==> src/rtl/fetch_issue_unit.sv <==
// Fetch/issue stage: owns the PC, fetches over a req/valid handshake and issues
// decoded fields through a single output slot backed by a one-entry hold buffer.
module fetch_issue_unit #(
    parameter int unsigned       ADDR_W   = 32,
    parameter int unsigned       INSTR_W  = 32,
    parameter logic [ADDR_W-1:0] RESET_PC = '0,
    parameter int unsigned       PC_STEP  = 4
) (
    input  logic               clk,
    input  logic               rst_n,
    output logic               imem_req,
    output logic [ADDR_W-1:0]  imem_addr,
    input  logic [INSTR_W-1:0] imem_rdata,
    input  logic               imem_valid,
    input  logic               redirect,
    input  logic [ADDR_W-1:0]  redirect_pc,
    input  logic               out_ready,
    output logic               out_valid,
    output logic [5:0]         opcode,
    output logic [4:0]         rd,
    output logic [4:0]         rs1,
    output logic [4:0]         rs2,
    output logic [15:0]        imm_raw,
    output logic [ADDR_W-1:0]  out_pc,
    output logic               illegal
);

    typedef enum logic [1:0] {StIdle, StFetch, StHold, StDrain} state_e;

    state_e              state_q, state_d;
    logic [ADDR_W-1:0]   pc_q, pc_d, pc_next;
    logic                req_q, req_d;
    logic [INSTR_W-1:0]  hold_word_q, hold_word_d;
    logic [ADDR_W-1:0]   hold_pc_q, hold_pc_d;

    logic                valid_q, valid_d, illegal_q, illegal_d;
    logic [5:0]          op_q, op_d;
    logic [4:0]          rd_q, rd_d, rs1_q, rs1_d, rs2_q, rs2_d;
    logic [15:0]         imm_q, imm_d;
    logic [ADDR_W-1:0]   out_pc_q, out_pc_d;

    logic                load_en, slot_clear;
    logic [INSTR_W-1:0]  load_word;
    logic [ADDR_W-1:0]   load_pc;
    logic [5:0]          load_op;

    function automatic logic opcode_legal(input logic [5:0] op);
        case (op)
            6'b000000, 6'b000001, 6'b001001, 6'b000010, 6'b001010, 6'b000011,
            6'b001011, 6'b000100, 6'b001100, 6'b010001, 6'b011001, 6'b010010,
            6'b011010, 6'b010011, 6'b010100, 6'b101001, 6'b101010, 6'b101011,
            6'b111000, 6'b111001, 6'b111010, 6'b111011, 6'b111100, 6'b111101,
            6'b111110: opcode_legal = 1'b1;
            default:   opcode_legal = 1'b0;
        endcase
    endfunction

    assign pc_next = pc_q + ADDR_W'(PC_STEP);
    assign load_op = load_word[INSTR_W-1 -: 6];

    // Fetch control: redirect overrides everything; an in-flight request forces a drain.
    always_comb begin
        state_d     = state_q;
        pc_d        = pc_q;
        req_d       = req_q;
        hold_word_d = hold_word_q;
        hold_pc_d   = hold_pc_q;
        load_en     = 1'b0;
        load_word   = imem_rdata;
        load_pc     = pc_q;
        if (redirect) begin
            pc_d        = redirect_pc;
            hold_word_d = '0;
            hold_pc_d   = '0;
            if ((((state_q == StFetch) && req_q) || (state_q == StDrain)) && !imem_valid) begin
                state_d = StDrain;
                req_d   = 1'b0;
            end else begin
                state_d = StFetch;
                req_d   = 1'b1;
            end
        end else begin
            case (state_q)
                StIdle: begin
                    state_d = StFetch;
                    req_d   = 1'b1;
                end
                StFetch: begin
                    if (!req_q) begin
                        req_d = 1'b1;
                    end else if (imem_valid) begin
                        req_d = 1'b0;
                        pc_d  = pc_next;
                        if (!valid_q || out_ready) begin
                            load_en = 1'b1;
                        end else begin
                            hold_word_d = imem_rdata;
                            hold_pc_d   = pc_q;
                            state_d     = StHold;
                        end
                    end
                end
                StHold: begin
                    if (out_ready) begin
                        load_en   = 1'b1;
                        load_word = hold_word_q;
                        load_pc   = hold_pc_q;
                        state_d   = StFetch;
                        req_d     = 1'b1;
                    end
                end
                StDrain: begin
                    if (imem_valid) begin
                        state_d = StFetch;
                        req_d   = 1'b1;
                    end
                end
                default: state_d = StIdle;
            endcase
        end
    end

    // Issue slot: illegal opcodes are replaced by a zeroed NOP with the flag set.
    always_comb begin
        valid_d    = valid_q;
        op_d       = op_q;
        rd_d       = rd_q;
        rs1_d      = rs1_q;
        rs2_d      = rs2_q;
        imm_d      = imm_q;
        illegal_d  = illegal_q;
        out_pc_d   = out_pc_q;
        slot_clear = redirect || (!load_en && valid_q && out_ready);
        if (slot_clear) begin
            valid_d   = 1'b0;
            op_d      = '0;
            rd_d      = '0;
            rs1_d     = '0;
            rs2_d     = '0;
            imm_d     = '0;
            illegal_d = 1'b0;
        end else if (load_en) begin
            valid_d  = 1'b1;
            out_pc_d = load_pc;
            if (opcode_legal(load_op)) begin
                op_d      = load_op;
                rd_d      = load_word[25:21];
                rs1_d     = load_word[20:16];
                rs2_d     = load_word[15:11];
                imm_d     = load_word[15:0];
                illegal_d = 1'b0;
            end else begin
                op_d      = '0;
                rd_d      = '0;
                rs1_d     = '0;
                rs2_d     = '0;
                imm_d     = '0;
                illegal_d = 1'b1;
            end
        end
    end

    always_ff @(posedge clk or negedge rst_n) begin
        if (!rst_n) begin
            state_q     <= StIdle;
            pc_q        <= RESET_PC;
            req_q       <= 1'b0;
            hold_word_q <= '0;
            hold_pc_q   <= '0;
            valid_q     <= 1'b0;
            op_q        <= '0;
            rd_q        <= '0;
            rs1_q       <= '0;
            rs2_q       <= '0;
            imm_q       <= '0;
            illegal_q   <= 1'b0;
            out_pc_q    <= RESET_PC;
        end else begin
            state_q     <= state_d;
            pc_q        <= pc_d;
            req_q       <= req_d;
            hold_word_q <= hold_word_d;
            hold_pc_q   <= hold_pc_d;
            valid_q     <= valid_d;
            op_q        <= op_d;
            rd_q        <= rd_d;
            rs1_q       <= rs1_d;
            rs2_q       <= rs2_d;
            imm_q       <= imm_d;
            illegal_q   <= illegal_d;
            out_pc_q    <= out_pc_d;
        end
    end

    assign imem_req  = req_q;
    assign imem_addr = pc_q;
    assign out_valid = valid_q;
    assign opcode    = op_q;
    assign rd        = rd_q;
    assign rs1       = rs1_q;
    assign rs2       = rs2_q;
    assign imm_raw   = imm_q;
    assign out_pc    = out_pc_q;
    assign illegal   = illegal_q;

endmodule

==> config.mk <==
export PLATFORM = sky130hd
export DESIGN_NAME = fetch_issue_unit
export DESIGN_NICKNAME = d
export VERILOG_FILES = /design/src/rtl/fetch_issue_unit.sv
export SDC_FILE = /design/constraint.sdc
export NUM_CORES = 1
export LEC_CHECK = 0
export ABC_AREA = 1
export BUFFER_PORTS_ARGS = -buffer_cell sky130_fd_sc_hd__buf_2
export CAP_MARGIN = 40
export CORE_UTILIZATION = 50
export CTS_CLUSTER_DIAMETER = 120
export DETAILED_ROUTE_END_ITERATION = 12
export PLACE_DENSITY = 0.8
export SETUP_SLACK_MARGIN = 0.1
export SLEW_MARGIN = 0
export SYNTH_ARGS = -nofsm -noshare
export SYNTH_HDL_FRONTEND = slang
export SYNTH_SLANG_ARGS = --single-unit
export TNS_END_PERCENT = 20
==> constraint.sdc <==
create_clock -name clk -period 6.3 [get_ports clk]
set_clock_uncertainty 0.2 [all_clocks]
set_input_delay 0.315 -clock clk [delete_from_list [all_inputs] [get_ports clk]]
set_output_delay 0.315 -clock clk [all_outputs]
set_load 0.01 [all_outputs]
* Word level (Yosys, flattened, before mapping) *
Memories as Yosys holds them, arrays and structs flattened.
Index checks and enable logic that the tools add are counted.

cells by class
  add/subtract/negate cells = 1
  eq/ne operators = 9
  multiplexer cells = 63
  bitwise operators = 1
  reductions and logical operators = 20

operators with widths
  cell                                                                    number
  32-bit 2-to-1 mux                                                       20
  16-bit 2-to-1 mux                                                       3
  5-bit 2-to-1 mux                                                        9
  32-bit by 3-bit adder with 32-bit output (second input constant)        1
  1-bit 2-to-1 mux                                                        18
  6-bit 2-to-1 mux                                                        3
  3-bit inequality test (second input constant)                           5
  2-bit 2-to-1 mux                                                        7
  2-bit case mux with 4 select lines                                      1
  2-bit nonzero test                                                      4
  5-bit AND reduction                                                     1
  2-bit equality test (second input constant)                             2
  1-bit logical AND                                                       4
  1-bit case mux with 4 select lines                                      1
  2-bit AND reduction                                                     2
  4-bit AND reduction                                                     1
  1-bit logical NOT                                                       3
  1-bit logical OR                                                        3
  3-bit AND reduction                                                     1
  2-bit by 1-bit equality test with 1-bit output (second input constant)  1
  2-bit logical NOT                                                       1
  2-bit inequality test (second input constant)                           1
  1-bit case mux with 2 select lines                                      1
  1-bit inverter                                                          1

storage, ports and cells
  flip-flop bits (word level) = 170
  memory bits (read-only) = 64
  bits of input ports = 69
  output and inout bits = 104
  logic and storage cells = 108
  memories = 1

memories
  memory            words  width  read ports  clocked after Yosys merged registers in  wr ports  line  source
  (name not given)  64     1      1           0                                        0         48    case (op)

* Longest topological paths before layout *
  word-level depth = 15
  gate-level depth with buffers = 20

* Worst setup path after synthesis *
Ideal clock, no wire load.

  path type = register -> register
  from = register state_q[0]
  to = register rd_q[0] (netlist: rd[0])
  setup time = 66 ps
  arrival time = 2535 ps
  required time = 6034 ps
  path slack = 3499 ps
  cell stages (with the launch flop) = 20
  cell sequence = dfrtp_1 > inv_1 > ha_1 > nand3_4 > buf_2 > buf_6 > o21ai_0 > ha_1 > inv_1 > ha_1 > inv_1 > nand3_1 > nand3_1 > nand2_1 > inv_1 > nand2_1 > nand2_2 > buf_6 > nand3_1 > nand2_1

between the ends
  cells in the longest elaborated chain, start to end = 9
  elaborated cells on any way between the ends = 17

ends and longest elaborated chain
  item                    line  source
  from (decl)             30    state_e state_q, state_d;
  from (signal assigned)  165   state_q <= StIdle;
  from (signal assigned)  179   state_q <= state_d;
  2-bit equality test     83    case (state_q)
  32-bit 2-to-1 mux       83
  32-bit 2-to-1 mux       71    if (redirect) begin
  memory read 64 x 1 bit  --
  1-bit 2-to-1 mux        142   end else if (load_en) begin
  1-bit 2-to-1 mux        134   if (slot_clear) begin
  5-bit 2-to-1 mux        145   if (opcode_legal(load_op)) begin
  5-bit 2-to-1 mux        142
  5-bit 2-to-1 mux        134
  to (signal assigned)    186   rd_q <= rd_d;
  to (decl)               38    logic [4:0] rd_q, rd_d, rs1_q, rs1_d, rs2_q, rs2_d;

Several ways; a longest one is shown, not always the timed one. The select of a mux whose other input is x is not followed.
A chain may end at the register's enable or synchronous reset.

* Final worst setup path *
  from = register state_q[1]
  to = register out_pc_q[1] (netlist: out_pc[1])

between the ends
  cells in the longest elaborated chain, start to end = 9
  elaborated cells on any way between the ends = 12

ends and longest elaborated chain
  item                                                                                          line  source
  2-bit equality test / 2-bit by 1-bit equality test with 1-bit output (equally long branches)  83
  1-bit case mux with 2 select lines                                                            83
  1-bit 2-to-1 mux                                                                              71
  1-bit logical NOT                                                                             133   slot_clear = redirect || (!load_en && valid_q && out_ready);
  1-bit logical AND (2 in series)                                                               133
  1-bit logical OR                                                                              133
  1-bit inverter (no line)                                                                      --
  2-bit AND reduction (no line)                                                                 --
  to (signal assigned)                                                                          191   out_pc_q <= out_pc_d;
  to (decl)                                                                                     40    logic [ADDR_W-1:0] out_pc_q, out_pc_d;

Several ways; a longest one is shown, not always the timed one.

==> impl_metrics.prom <==
# TYPE chip_impl_metric gauge
chip_impl_metric{name="chipWidth",unit="um"} 132
chip_impl_metric{name="static-leakage-power",unit="uW"} 0.00542
chip_impl_metric{name="syn_nets",unit=""} 1167
chip_impl_metric{name="finalWirelength",unit="um"} 22600
chip_impl_metric{name="final_area",unit="mm2"} 0.0104
chip_impl_metric{name="finalSetupViolations",unit=""} 0
chip_impl_metric{name="grt_first_pass_wirelength",unit="um"} 37700
chip_impl_metric{name="fin_setup_tns",unit="ns"} 0
chip_impl_metric{name="full_die_area",unit="mm2"} 0.0173
chip_impl_metric{name="layout.nets",unit=""} 1347
chip_impl_info{name="critPathLaunchType",value="flop"} 1
chip_impl_metric{name="globalRouteOverflowTotal",unit=""} 0
chip_impl_metric{name="post_synth_instance_area",unit="mm2"} 0.00841
chip_impl_metric{name="i_o_pins",unit=""} 173
chip_impl_metric{name="power.share.clock",unit=""} 0.276
chip_impl_metric{name="timing.final.max_slew_violations",unit=""} 0
chip_impl_metric{name="period_needed",unit="ns"} 3.37
chip_impl_metric{name="antennaDiodeCount",unit=""} 0
chip_impl_metric{name="synth_sequential_area_ratio",unit=""} 0.491
chip_impl_metric{name="instances_no_fill",unit=""} 1503
chip_impl_info{name="synth_area_leaders",value="sky130_fd_sc_hd__dfrtp_1 (49%), sky130_fd_sc_hd__nand2_1 (14%), sky130_fd_sc_hd__nand3_1 (7.3%)"} 1
chip_impl_metric{name="post-dp-hpwl",unit="um"} 15000
chip_impl_metric{name="critPathMaxFanout",unit=""} 71
chip_impl_metric{name="core.rowCount",unit=""} 47
chip_impl_info{name="synth.most_common_cell",value="sky130_fd_sc_hd__nand2_1"} 1
chip_impl_metric{name="post_drt_wl_per_cell",unit="um"} 15.0
chip_impl_metric{name="proportion_of_power_drawn_by_combinational_gates",unit=""} 0.323
chip_impl_metric{name="sequentialPowerShare",unit=""} 0.401
chip_impl_metric{name="fin_worst_setup_slack",unit="ns"} 2.93
chip_impl_metric{name="peakVddDrop",unit="uV"} 236
chip_impl_metric{name="grt_antenna_before_repair",unit=""} 0
chip_impl_metric{name="filler_cell_count",unit=""} 1445
chip_impl_metric{name="net-switching-power",unit="uW"} 1400
chip_impl_metric{name="worstPathRequired",unit="ns"} 6.43
chip_impl_metric{name="detail_route.first_pass.iterations",unit=""} 5
chip_impl_metric{name="clkTransAtPathRegs",unit="ns"} 0.06
chip_impl_info{name="post_synth_most_frequent_cells",value="sky130_fd_sc_hd__nand2_1 (308), sky130_fd_sc_hd__dfrtp_1 (165), sky130_fd_sc_hd__nand3_1 (122)"} 1
chip_impl_info{name="rsz_0062_raised_after_global_routing",value="no"} 1
chip_impl_metric{name="start_util",unit=""} 0.509
chip_impl_metric{name="postSynth.asyncResetShare",unit=""} 1.00
chip_impl_metric{name="synth_area_per_cell",unit="um2"} 7.72
chip_impl_metric{name="ctsLongestPathBuffers",unit=""} 2
chip_impl_metric{name="latest_clock_arrival_within_the_worst_skew_pair",unit="ns"} 0.43
chip_impl_metric{name="core_area",unit="mm2"} 0.0165
chip_impl_metric{name="synthesis.instances",unit=""} 1090
chip_impl_metric{name="finalHoldViolations",unit=""} 0
chip_impl_info{name="cts.root.buffer_cell",value="sky130_fd_sc_hd__clkbuf_16"} 1
chip_impl_metric{name="drc_errors",unit=""} 0
chip_impl_metric{name="num_vias",unit=""} 8050
chip_impl_metric{name="timing.critical_path.arrival",unit="ns"} 3.49
chip_impl_metric{name="synth_edf_count",unit=""} 0
chip_impl_metric{name="pre_cts_ws",unit="ns"} 2.96
chip_impl_info{name="setup.worst_path.end_class",value="flop"} 1
chip_impl_metric{name="multi_input_area",unit="mm2"} 0.00356
chip_impl_metric{name="maxCapViolations",unit=""} 0
chip_impl_metric{name="place.port_buffers",unit=""} 172
chip_impl_metric{name="totalPowerFinal",unit="uW"} 3730
chip_impl_metric{name="first_global_vias",unit=""} 7693
chip_impl_metric{name="drt_first_iter_violations",unit=""} 644
chip_impl_metric{name="yosys.area.top_type_share",unit=""} 0.491
chip_impl_metric{name="p_per_area",unit="mW/mm2"} 358
chip_impl_metric{name="grtUsageTotal",unit=""} 0.273
chip_impl_info{name="dominantRegCellSynth",value="sky130_fd_sc_hd__dfrtp_1"} 1
chip_impl_metric{name="detail-route-antenna-nets",unit=""} 0
chip_impl_metric{name="tritoncts_num_sinks",unit=""} 165
chip_impl_metric{name="achievable-frequency",unit="MHz"} 297
chip_impl_metric{name="fp.dieH",unit="um"} 132
chip_impl_metric{name="htreeDepth",unit=""} 4
chip_impl_info{name="min-delay-path-class",value="input pin to flop"} 1
chip_impl_metric{name="postPlaceCellArea",unit="mm2"} 0.00936
chip_impl_info{name="outcome",value="finished clean"} 1
chip_impl_metric{name="worst_pin_slew",unit="ns"} 0.832
chip_impl_info{name="timing_worst_setup_path_type",value="flop to flop"} 1
chip_impl_metric{name="ff_latch_area",unit="mm2"} 0.00413
chip_impl_metric{name="switching_share",unit=""} 0.375
chip_impl_metric{name="ys_seq_elements",unit=""} 165
chip_impl_metric{name="maxSlewHeadroom",unit=""} 0.445
chip_impl_metric{name="place_inst",unit=""} 1424
chip_impl_metric{name="post_route_cells_drive_above_1_share",unit=""} 0.183
chip_impl_metric{name="fin_crit_sh",unit=""} 0.534
chip_impl_info{name="tritoncts",value="done"} 1
chip_impl_metric{name="cellInternalPower",unit="uW"} 2330
chip_impl_metric{name="cts_made_buffers",unit=""} 17
chip_impl_metric{name="gpl.final_weighted_congestion",unit=""} 0.875
chip_impl_metric{name="area_delta_synth_final",unit="%"} 23.8
chip_impl_metric{name="grt_max_degree",unit=""} 80
chip_impl_info{name="yosys.area.top_type",value="sky130_fd_sc_hd__dfrtp_1"} 1
chip_impl_metric{name="ys_warn_count",unit=""} 0
chip_impl_metric{name="post_synth_num_cell_types",unit=""} 37
chip_impl_metric{name="avgViaCountPerCell",unit=""} 5.36
[layout by cell type, fill, tap and decap left out, drive strengths merged]
cell / synthesis / layout
nand2: 311 / 311
buf: 41 / 185
dfrtp: 165 / 165
o21ai: 144 / 144
nand3: 124 / 124
inv: 97 / 99
nor2: 92 / 92
dlygate4sd3: 0 / 47
clkbuf: 30 / 20
a21oi: 14 / 14
a31oi: 12 / 12
o31ai: 10 / 10
nand4: 9 / 9
ha: 8 / 8
nor3: 7 / 7
a41oi: 6 / 6
clkinv: 0 / 6
a32oi: 5 / 5
a22oi: 4 / 4
nand3b: 3 / 3
o211ai: 3 / 3
bufinv: 0 / 2
clkinvlp: 0 / 2
nor4: 1 / 1
xor2: 1 / 1
o21a: 1 / 1
o2111ai: 1 / 1
a32o: 1 / 1
[logic make-up after synthesis]
family                   after synthesis  share of synthesized area
flip-flops                           165                      0.491
AND/OR/NAND/NOR                      547                      0.274
buffers and inverters                168                     0.0873
adder cells (fa/ha/maj)                8                     0.0119
AO/OA/AOI/OAI                        201                      0.134
XOR/XNOR                               1                    0.00104
[per-stage QoR]
step / util / hold WS [ns]
floorplan: - / -0.181
global placement: 0.561 / 0.249
detailed placement: 0.566 / 0.00743
CTS: 0.630 / 0.000934
global route: 0.630 / 0.0324
finish: 0.630 / 0.00459
[sequential cells by signal, summed over array words and instances (netlist names)]
name,count
hold_pc_q,32
hold_word_q,32
imem_addr,32
out_pc,32
imm_raw,11
opcode,6
rd,5
rs1,5
rs2,5
state_q,2
illegal,1
imem_req,1
out_valid,1
[critical path: stages, from the launching register on]
cell and delay, ns:
sky130_fd_sc_hd__dfrtp_1 0.42, sky130_fd_sc_hd__inv_1 0.08, sky130_fd_sc_hd__ha_1 0.17, sky130_fd_sc_hd__inv_1 0.10, sky130_fd_sc_hd__nor2_4 0.16, sky130_fd_sc_hd__inv_1 0.11
sky130_fd_sc_hd__nand2_1 0.09, sky130_fd_sc_hd__nand2_2 0.08, sky130_fd_sc_hd__nor2_4 0.61, sky130_fd_sc_hd__inv_2 0.41, sky130_fd_sc_hd__buf_4 0.47, sky130_fd_sc_hd__o31ai_1 0.33
[routing by layer]
metal	part of all wire	track usage	vias to the layer above	wire length (um)
li1	-	-	3929	-
met1	0.42	0.352	3755	9530
met2	0.48	0.460	322	10900
met3	0.069	0.0382	44	1570
met4	0.024	0.111	0	532
met5	0	0	-	0
[path summary, 6_finish.rpt]
check,startpoint,endpoint,slack (ns),depth (start not counted)
setup / recovery,state_q[1],out_pc[1],2.93,11
setup reg to reg,state_q[1],out_pc[1],2.93,11
hold / removal,redirect_pc[11],imem_addr[11],0.005,3
min in group asynchronous,rst_n,imm_raw[0],0.12,2
hold reg to reg,hold_pc_q[10],hold_pc_q[10],0.26,2
max in group asynchronous,rst_n,out_valid,4.33,4
[final cells by class]
type	count	share of cell area
Multi-Input combinational cell	757	0.342
Tap cell	220	0.0264
Clock inverter	12	0.0121
Sequential cell	165	0.397
Inverter	97	0.0352
Timing Repair Buffer	232	0.144
Clock buffer	20	0.0439
[what timing repair did]
item	CTS	global route
endpoints found under the hold margin	153	0
setup endpoints to repair	0	0
hold buffers	47	0
gates resized for setup	0	0
setup buffers	0	0
[power by group through the flow]
stage / registers (uW) / clock network (uW) / logic, uW
2_1_floorplan: 1560 / 0 / 678
3_3_place_gp: 1500 / 0 / 1130
3_5_place_dp: 1510 / 0 / 1180
4_1_cts: 1490 / 1040 / 1210
5_1_grt: 1530 / 1090 / 1360
6_report: 1490 / 1030 / 1200
No activity file was read; power rests on OpenSTA's default activity.
